## src/rtl/cpu_pkg.sv

```systemverilog
// Shared core widths and ALU operation codes.
package cpu_pkg;

  localparam int unsigned DATA_W = 32;
  localparam int unsigned REG_AW = 5;
  localparam int unsigned CTRL_W = 4;

  localparam logic [CTRL_W-1:0] ALU_AND = 4'b0000;
  localparam logic [CTRL_W-1:0] ALU_OR  = 4'b0001;
  localparam logic [CTRL_W-1:0] ALU_ADD = 4'b0010;
  localparam logic [CTRL_W-1:0] ALU_SUB = 4'b0110;
  localparam logic [CTRL_W-1:0] ALU_SLT = 4'b0111;
  localparam logic [CTRL_W-1:0] ALU_NOR = 4'b1100;

endpackage

```

## src/rtl/operand_fwd_mux.sv

```systemverilog
// Priority forwarding select for one source operand: EX/MEM, then MEM/WB, then base data.
module operand_fwd_mux
  import cpu_pkg::*;
(
  input  logic [REG_AW-1:0] src_addr,
  input  logic [DATA_W-1:0] base_data,
  input  logic              exmem_wr,
  input  logic [REG_AW-1:0] exmem_rd,
  input  logic [DATA_W-1:0] exmem_data,
  input  logic              memwb_wr,
  input  logic [REG_AW-1:0] memwb_rd,
  input  logic [DATA_W-1:0] memwb_data,
  output logic [DATA_W-1:0] fwd_data_c
);

  logic src_nonzero;
  logic hit_exmem;
  logic hit_memwb;

  assign src_nonzero = (src_addr != REG_AW'(0));
  assign hit_exmem   = exmem_wr && (exmem_rd == src_addr) && src_nonzero;
  assign hit_memwb   = memwb_wr && (memwb_rd == src_addr) && src_nonzero;

  always_comb begin
    fwd_data_c = base_data;
    if (hit_exmem) begin
      fwd_data_c = exmem_data;
    end else if (hit_memwb) begin
      fwd_data_c = memwb_data;
    end
  end

endmodule

```

## src/rtl/alu_operand_stage.sv

```systemverilog
// ID/EX register feeding the ALU, with operand forwarding that keeps refreshing
// while the stage is stalled.
module alu_operand_stage
  import cpu_pkg::*;
(
  input  logic              clk,
  input  logic              rst_n,
  input  logic              in_valid,
  output logic              in_ready,
  input  logic [REG_AW-1:0] rs_addr,
  input  logic [REG_AW-1:0] rt_addr,
  input  logic [DATA_W-1:0] rs_data,
  input  logic [DATA_W-1:0] rt_data,
  input  logic [DATA_W-1:0] imm,
  input  logic              alu_src,
  input  logic [CTRL_W-1:0] alu_ctrl_in,
  input  logic [REG_AW-1:0] rd_addr_in,
  input  logic              reg_write_in,
  input  logic              exmem_wr,
  input  logic [REG_AW-1:0] exmem_rd,
  input  logic [DATA_W-1:0] exmem_data,
  input  logic              memwb_wr,
  input  logic [REG_AW-1:0] memwb_rd,
  input  logic [DATA_W-1:0] memwb_data,
  input  logic              flush,
  output logic              out_valid,
  input  logic              out_ready,
  output logic [DATA_W-1:0] alu_in0,
  output logic [DATA_W-1:0] alu_in1,
  output logic [CTRL_W-1:0] alu_ctrl,
  output logic [REG_AW-1:0] rd_addr,
  output logic              reg_write,
  output logic [DATA_W-1:0] store_data
);

  logic              hold;
  logic              capture;
  logic [REG_AW-1:0] rs_q;
  logic [REG_AW-1:0] rt_q;
  logic              alu_src_q;
  logic [REG_AW-1:0] src0_addr;
  logic [REG_AW-1:0] src1_addr;
  logic [DATA_W-1:0] src0_base;
  logic [DATA_W-1:0] src1_base;
  logic [DATA_W-1:0] fwd0;
  logic [DATA_W-1:0] fwd1;

  assign in_ready = !out_valid || out_ready;
  assign hold     = out_valid && !out_ready;
  assign capture  = in_valid && in_ready && !flush;

  // One mux pair serves both capture and hold: a stall re-forwards the stored operands.
  assign src0_addr = hold ? rs_q       : rs_addr;
  assign src1_addr = hold ? rt_q       : rt_addr;
  assign src0_base = hold ? alu_in0    : rs_data;
  assign src1_base = hold ? store_data : rt_data;

  operand_fwd_mux u_fwd_rs (
    .src_addr   (src0_addr),
    .base_data  (src0_base),
    .exmem_wr   (exmem_wr),
    .exmem_rd   (exmem_rd),
    .exmem_data (exmem_data),
    .memwb_wr   (memwb_wr),
    .memwb_rd   (memwb_rd),
    .memwb_data (memwb_data),
    .fwd_data_c (fwd0)
  );

  operand_fwd_mux u_fwd_rt (
    .src_addr   (src1_addr),
    .base_data  (src1_base),
    .exmem_wr   (exmem_wr),
    .exmem_rd   (exmem_rd),
    .exmem_data (exmem_data),
    .memwb_wr   (memwb_wr),
    .memwb_rd   (memwb_rd),
    .memwb_data (memwb_data),
    .fwd_data_c (fwd1)
  );

  // Pipeline register; flush wins over capture and hold.
  always_ff @(posedge clk or negedge rst_n) begin
    if (!rst_n) begin
      out_valid  <= 1'b0;
      reg_write  <= 1'b0;
      alu_in0    <= '0;
      alu_in1    <= '0;
      store_data <= '0;
      alu_ctrl   <= '0;
      rd_addr    <= '0;
      rs_q       <= '0;
      rt_q       <= '0;
      alu_src_q  <= 1'b0;
    end else if (flush) begin
      out_valid <= 1'b0;
      reg_write <= 1'b0;
    end else if (capture) begin
      out_valid  <= 1'b1;
      reg_write  <= reg_write_in;
      alu_in0    <= fwd0;
      alu_in1    <= alu_src ? imm : fwd1;
      store_data <= fwd1;
      alu_ctrl   <= alu_ctrl_in;
      rd_addr    <= rd_addr_in;
      rs_q       <= rs_addr;
      rt_q       <= rt_addr;
      alu_src_q  <= alu_src;
    end else if (hold) begin
      alu_in0    <= fwd0;
      store_data <= fwd1;
      if (!alu_src_q) begin
        alu_in1 <= fwd1;
      end
    end else if (out_ready) begin
      out_valid <= 1'b0;
      reg_write <= 1'b0;
    end
  end

endmodule

```

## config.mk

```make
export PLATFORM = sky130hd
export DESIGN_NAME = alu_operand_stage
export DESIGN_NICKNAME = d
export VERILOG_FILES = /design/src/rtl/cpu_pkg.sv /design/src/rtl/operand_fwd_mux.sv /design/src/rtl/alu_operand_stage.sv
export SDC_FILE = /design/constraint.sdc
export NUM_CORES = 1
export LEC_CHECK = 0
export CAP_MARGIN = 20
export CELL_PAD_IN_SITES_DETAIL_PLACEMENT = 0
export CELL_PAD_IN_SITES_GLOBAL_PLACEMENT = 1
export CORE_MARGIN = 4
export CORE_UTILIZATION = 29
export CTS_BUF_LIST = sky130_fd_sc_hd__clkbuf_4
export DETAILED_ROUTE_END_ITERATION = 8
export GPL_TIMING_DRIVEN = 0
export PLACE_DENSITY_LB_ADDON = 0.1
export SETUP_SLACK_MARGIN = 0.02
export SYNTH_ARGS = -nofsm -noshare
export SYNTH_HDL_FRONTEND = slang
export SYNTH_SLANG_ARGS = --single-unit
```

## constraint.sdc

```tcl
create_clock -name clk -period 2.5 [get_ports clk]
set_input_delay 0.5 -clock clk [delete_from_list [all_inputs] [get_ports clk]]
set_output_delay 0.5 -clock clk [all_outputs]
set_load 0.01 [all_outputs]
```

==> flow_summary_export.csv <==
group,metric,value,unit
drt,avgViaCountPerCell,5.133,
worst_hold_path,hp-class,"input port to register",
logic_synthesis,synth_edf_count,0,
sta,fin_crit_sh,103.5,%
worst_setup_path,crit_path_end_kind,"register",
worst_setup_path,cp-endpoint,"store_data[18]",
pwr,p_leak,5.494,nW
worst_setup_path,crit_path_start_kind,"register",
worst_setup_path,crit_cells,11,
sta,finalSetupViolations,87,
clock_network,cts.clk_slew.worst_paths,140,ps
worst_hold_path,hold_start,"alu_ctrl_in[2]",
worst_setup_path,r2r-end,"store_data[18]",
logic_synthesis,synthArstFlopShare,100.0,%
logic_synthesis,synth_fp_nets,1051,
sta,report.final.slew_viol_count,0,
worst_setup_path,cp_slowest_cell,"dfrtp_1",
global_route,grt_pass1_wl,52100,µm
worst_setup_path,path_max_fanout,7,
clock_network,cts_buffers,17,
drt,wl_per_cell,22.26,µm
sta,relSlewSlack,49.18,%
floorplanning,io_pins,306,
logic_synthesis,syn-instance-count,853,
floorplanning,design.core.area,0.02518,mm²
clock_network,h-tree-depth,4,
floorplanning,initial_core_util,29.42,%
worst_setup_path,cp-startpoint,"out_valid",
sta,rsz0062_at_grt,"yes",
clock_network,worstSkewPairLatency,560,ps
drt,postRouteAntennaNets,0,
worst_setup_path,r2r_start,"out_valid",
global_route,grtUsageTotal,24.00,%
logic_synthesis,synth_flop_cell,"dfrtp_1",
pwr,p_per_area,552.1,mW/mm²
final_layout,layout_common_cells,"clkdlybuf4s50_1 (299), nand2_1 (188), dfrtp_1 (118), o21ai_0 (59), inv_1 (37)",
clock_network,tritoncts,"yes",
global_route,grt.overflow.total,0,
worst_setup_path,crit_chain,"nor2b_4, buf_12, buf_12, mux2i_4, nand2_1, mux2i_2, nand4_1, buf_6, clkbuf_16, mux2_4, a31o_4",
placement,dp_hpwl,24810,µm
logic_synthesis,synth_seq_cells,118,
logic_synthesis,yosysWarnings,0,
worst_setup_path,cp.arrival,3050,ps
sta,hold_viol,0,
floorplanning,dieArea,0.02817,mm²
floorplanning,die_h,167.8,µm
global_route,grt_max_degree,70,
final_layout,multi_input_area,0.005005,mm²
worst_setup_path,r2r_cells,11,
worst_setup_path,cpLargestDelayFamily,"multiplexers",
floorplanning,fp-row-count,58,
final_layout,regArea,0.002953,mm²
final_layout,syn_to_final_growth,77.45,%
pwr,ir_drop,0.2683,mV
global_route,first_global_vias,8388,
floorplanning,die_w,167.8,µm
placement,place.port_buffers,304,
worst_setup_path,crit_path_frequent_cell,"buf_12",
worst_setup_path,max_stage_delay,390,ps
worst_setup_path,path_buf_inv,4,
clock_network,cts.sinks,118,
drt,drt_iter0_markers,386,
sta,skew,24.37,ps
placement,dp_slack,-1479,ps
sta,setup_slack,-88.14,ps
drt,dr.pass1.iters,5,
drt,drc_errors,0,
final_layout,final_common_cell,"clkdlybuf4s50_1",
clock_network,cts_root_buf,"clkbuf_4",
placement,place_congestion,0.8147,
final_layout,fin_nets,1418,
worst_setup_path,required,2960,ps
final_layout,drive_gt1_share,25.55,%
run,maxCapViolations,0,
logic_synthesis,syn_avg_cell_area,8.685,µm²
sta,hold_ws,443.4,ps
final_layout,fill_cells,2364,
logic_synthesis,synthesis.area,0.007408,mm²
final_layout,utilization,52.21,%
sta,layout_min_cycle_time,2588,ps
logic_synthesis,yosysUniqueCellTypes,52,
clock_network,clockBufferDepth,2,
outcome,violations,"negative setup slack",
sta,clock.fmax,0.3864,GHz
sta,tightestPinTransition,762.3,ps
drt,vias,8033,
worst_setup_path,ff2ff_setup_slack,-90,ps
logic_synthesis,yosysSeqAreaShare,39.86,%
outcome,status,"finished, violations left",
drt,routed_wl,34840,µm
worst_setup_path,path_class,"register to register",
global_route,antenna_found_initial,3,
==> synthesized netlist by cell type (3+ instances only) <==
cell type  count  area, µm²
clkbuf_1      55      206.5
o31ai_2       29      362.9
buf_6          4      45.04
mux2_2        13      146.4
o22a_1        32      280.3
dfrtp_1      118       2953
mux2i_1        9      90.09
nand3_1        5      25.02
nand2_1      189      709.4
inv_1         37      138.9
a31o_2        32      280.3
buf_2         13      65.06
nor2b_1        4      25.02
o221a_2       30      337.8
xor2_1         8      70.07
a21oi_1       35      175.2
xnor2_1        5      43.79
nor2_1        36      135.1
nor4_1         6      37.54
nand4_1       34      212.7
o21ai_0       99      495.5
o31ai_1        3      22.52
o221a_1        3      33.78
mux2_1        20      225.2
==> flip-flops by register name (all words and copies together), names as in the netlist <==
| signal | cells |
|---|---|
| reg_write | 1 |
| rd_addr | 5 |
| alu_in1 | 32 |
| alu_in0 | 32 |
| out_valid | 1 |
| rs_q | 5 |
| rt_q | 5 |
| alu_src_q | 1 |
| alu_ctrl | 4 |
| store_data | 32 |
==> worst register-to-register path: stages, from the launching register on <==
cell and delay (ps):
dfrtp_1 390, nor2b_4 180, buf_12 150, buf_12 140
mux2i_4 260, nand2_1 90, mux2i_2 200, nand4_1 140
buf_6 230, clkbuf_16 190, mux2_4 320, a31o_4 230
==> how the worst min path moves through the flow <==
stage                        endpoint  slack (ps)  depth (start not counted)
final                     alu_ctrl[2]         440                          3
after global routing      alu_ctrl[2]         440                          3
after CTS                 alu_ctrl[2]         410                          3
after detailed placement  alu_ctrl[0]         460                          2
after global placement     rd_addr[0]         460                          2
after floorplan           alu_ctrl[0]         200                          0
==> cells by family (layout without fill, tap and decap cells) <==
logic type / after synthesis / count (layout) / share of synthesized area, %
AO/OA/AOI/OAI: 279 / 279 / 28.85
AND/OR/NAND/NOR: 286 / 286 / 16.80
buffers and inverters: 114 / 494 / 6.536
other: 0 / 2 / 0
flip-flops: 118 / 118 / 39.86
XOR/XNOR: 13 / 13 / 1.537
multiplexers: 43 / 43 / 6.418
==> per-layer routing <==
layer  GRT usage (%)  share of wire (%)
met1           31.88                 45
met3           5.330                6.3
met5               0              0.037
met4           6.704                1.8
met2           39.50                 47
==> through the flow <==
stage               area (µm²)  power (mW)  setup TNS [ps]  instances
floorplan                 7411       3.592               0        853
global placement         10870       4.995         -654920       1487
detailed placement       10900       5.002         -139510       1488
CTS                      12420       7.067           -5597       1555
global route             13150       7.620          -13700       1565
finish                   13150       7.258           -4981       1565
==> report_power, final <==
part / total, mW / leakage [nW] / internal, mW / switching, mW
Combinational: 2.98 / 3.88 / 1.72 / 1.26
Clock: 1.76 / 0.175 / 0.896 / 0.859
Sequential: 2.52 / 1.44 / 2.26 / 0.259
Total: 7.26 / 5.49 / 4.88 / 2.38
==> layout make-up <==
type / instances / share of cell area [%]
tap: 330 / 3.141
clock buffer: 18 / 1.028
inverter: 39 / 1.218
sequential: 118 / 22.46
timing repair buffer: 352 / 28.04
antenna: 2 / 0.03807
multi-input combinational: 621 / 38.07
clock inverter: 14 / 1.580
buffer: 71 / 4.426
==> repair_timing <==
action	in CTS	in global routing
endpoints found under the setup margin	97	97
resized for setup	212	138
pin swaps	35	31
buffers inserted	30	8
cloned	6	3
hold endpoints to repair	68	0
hold buffers	1	0
No activity file was read; power rests on OpenSTA's default activity.
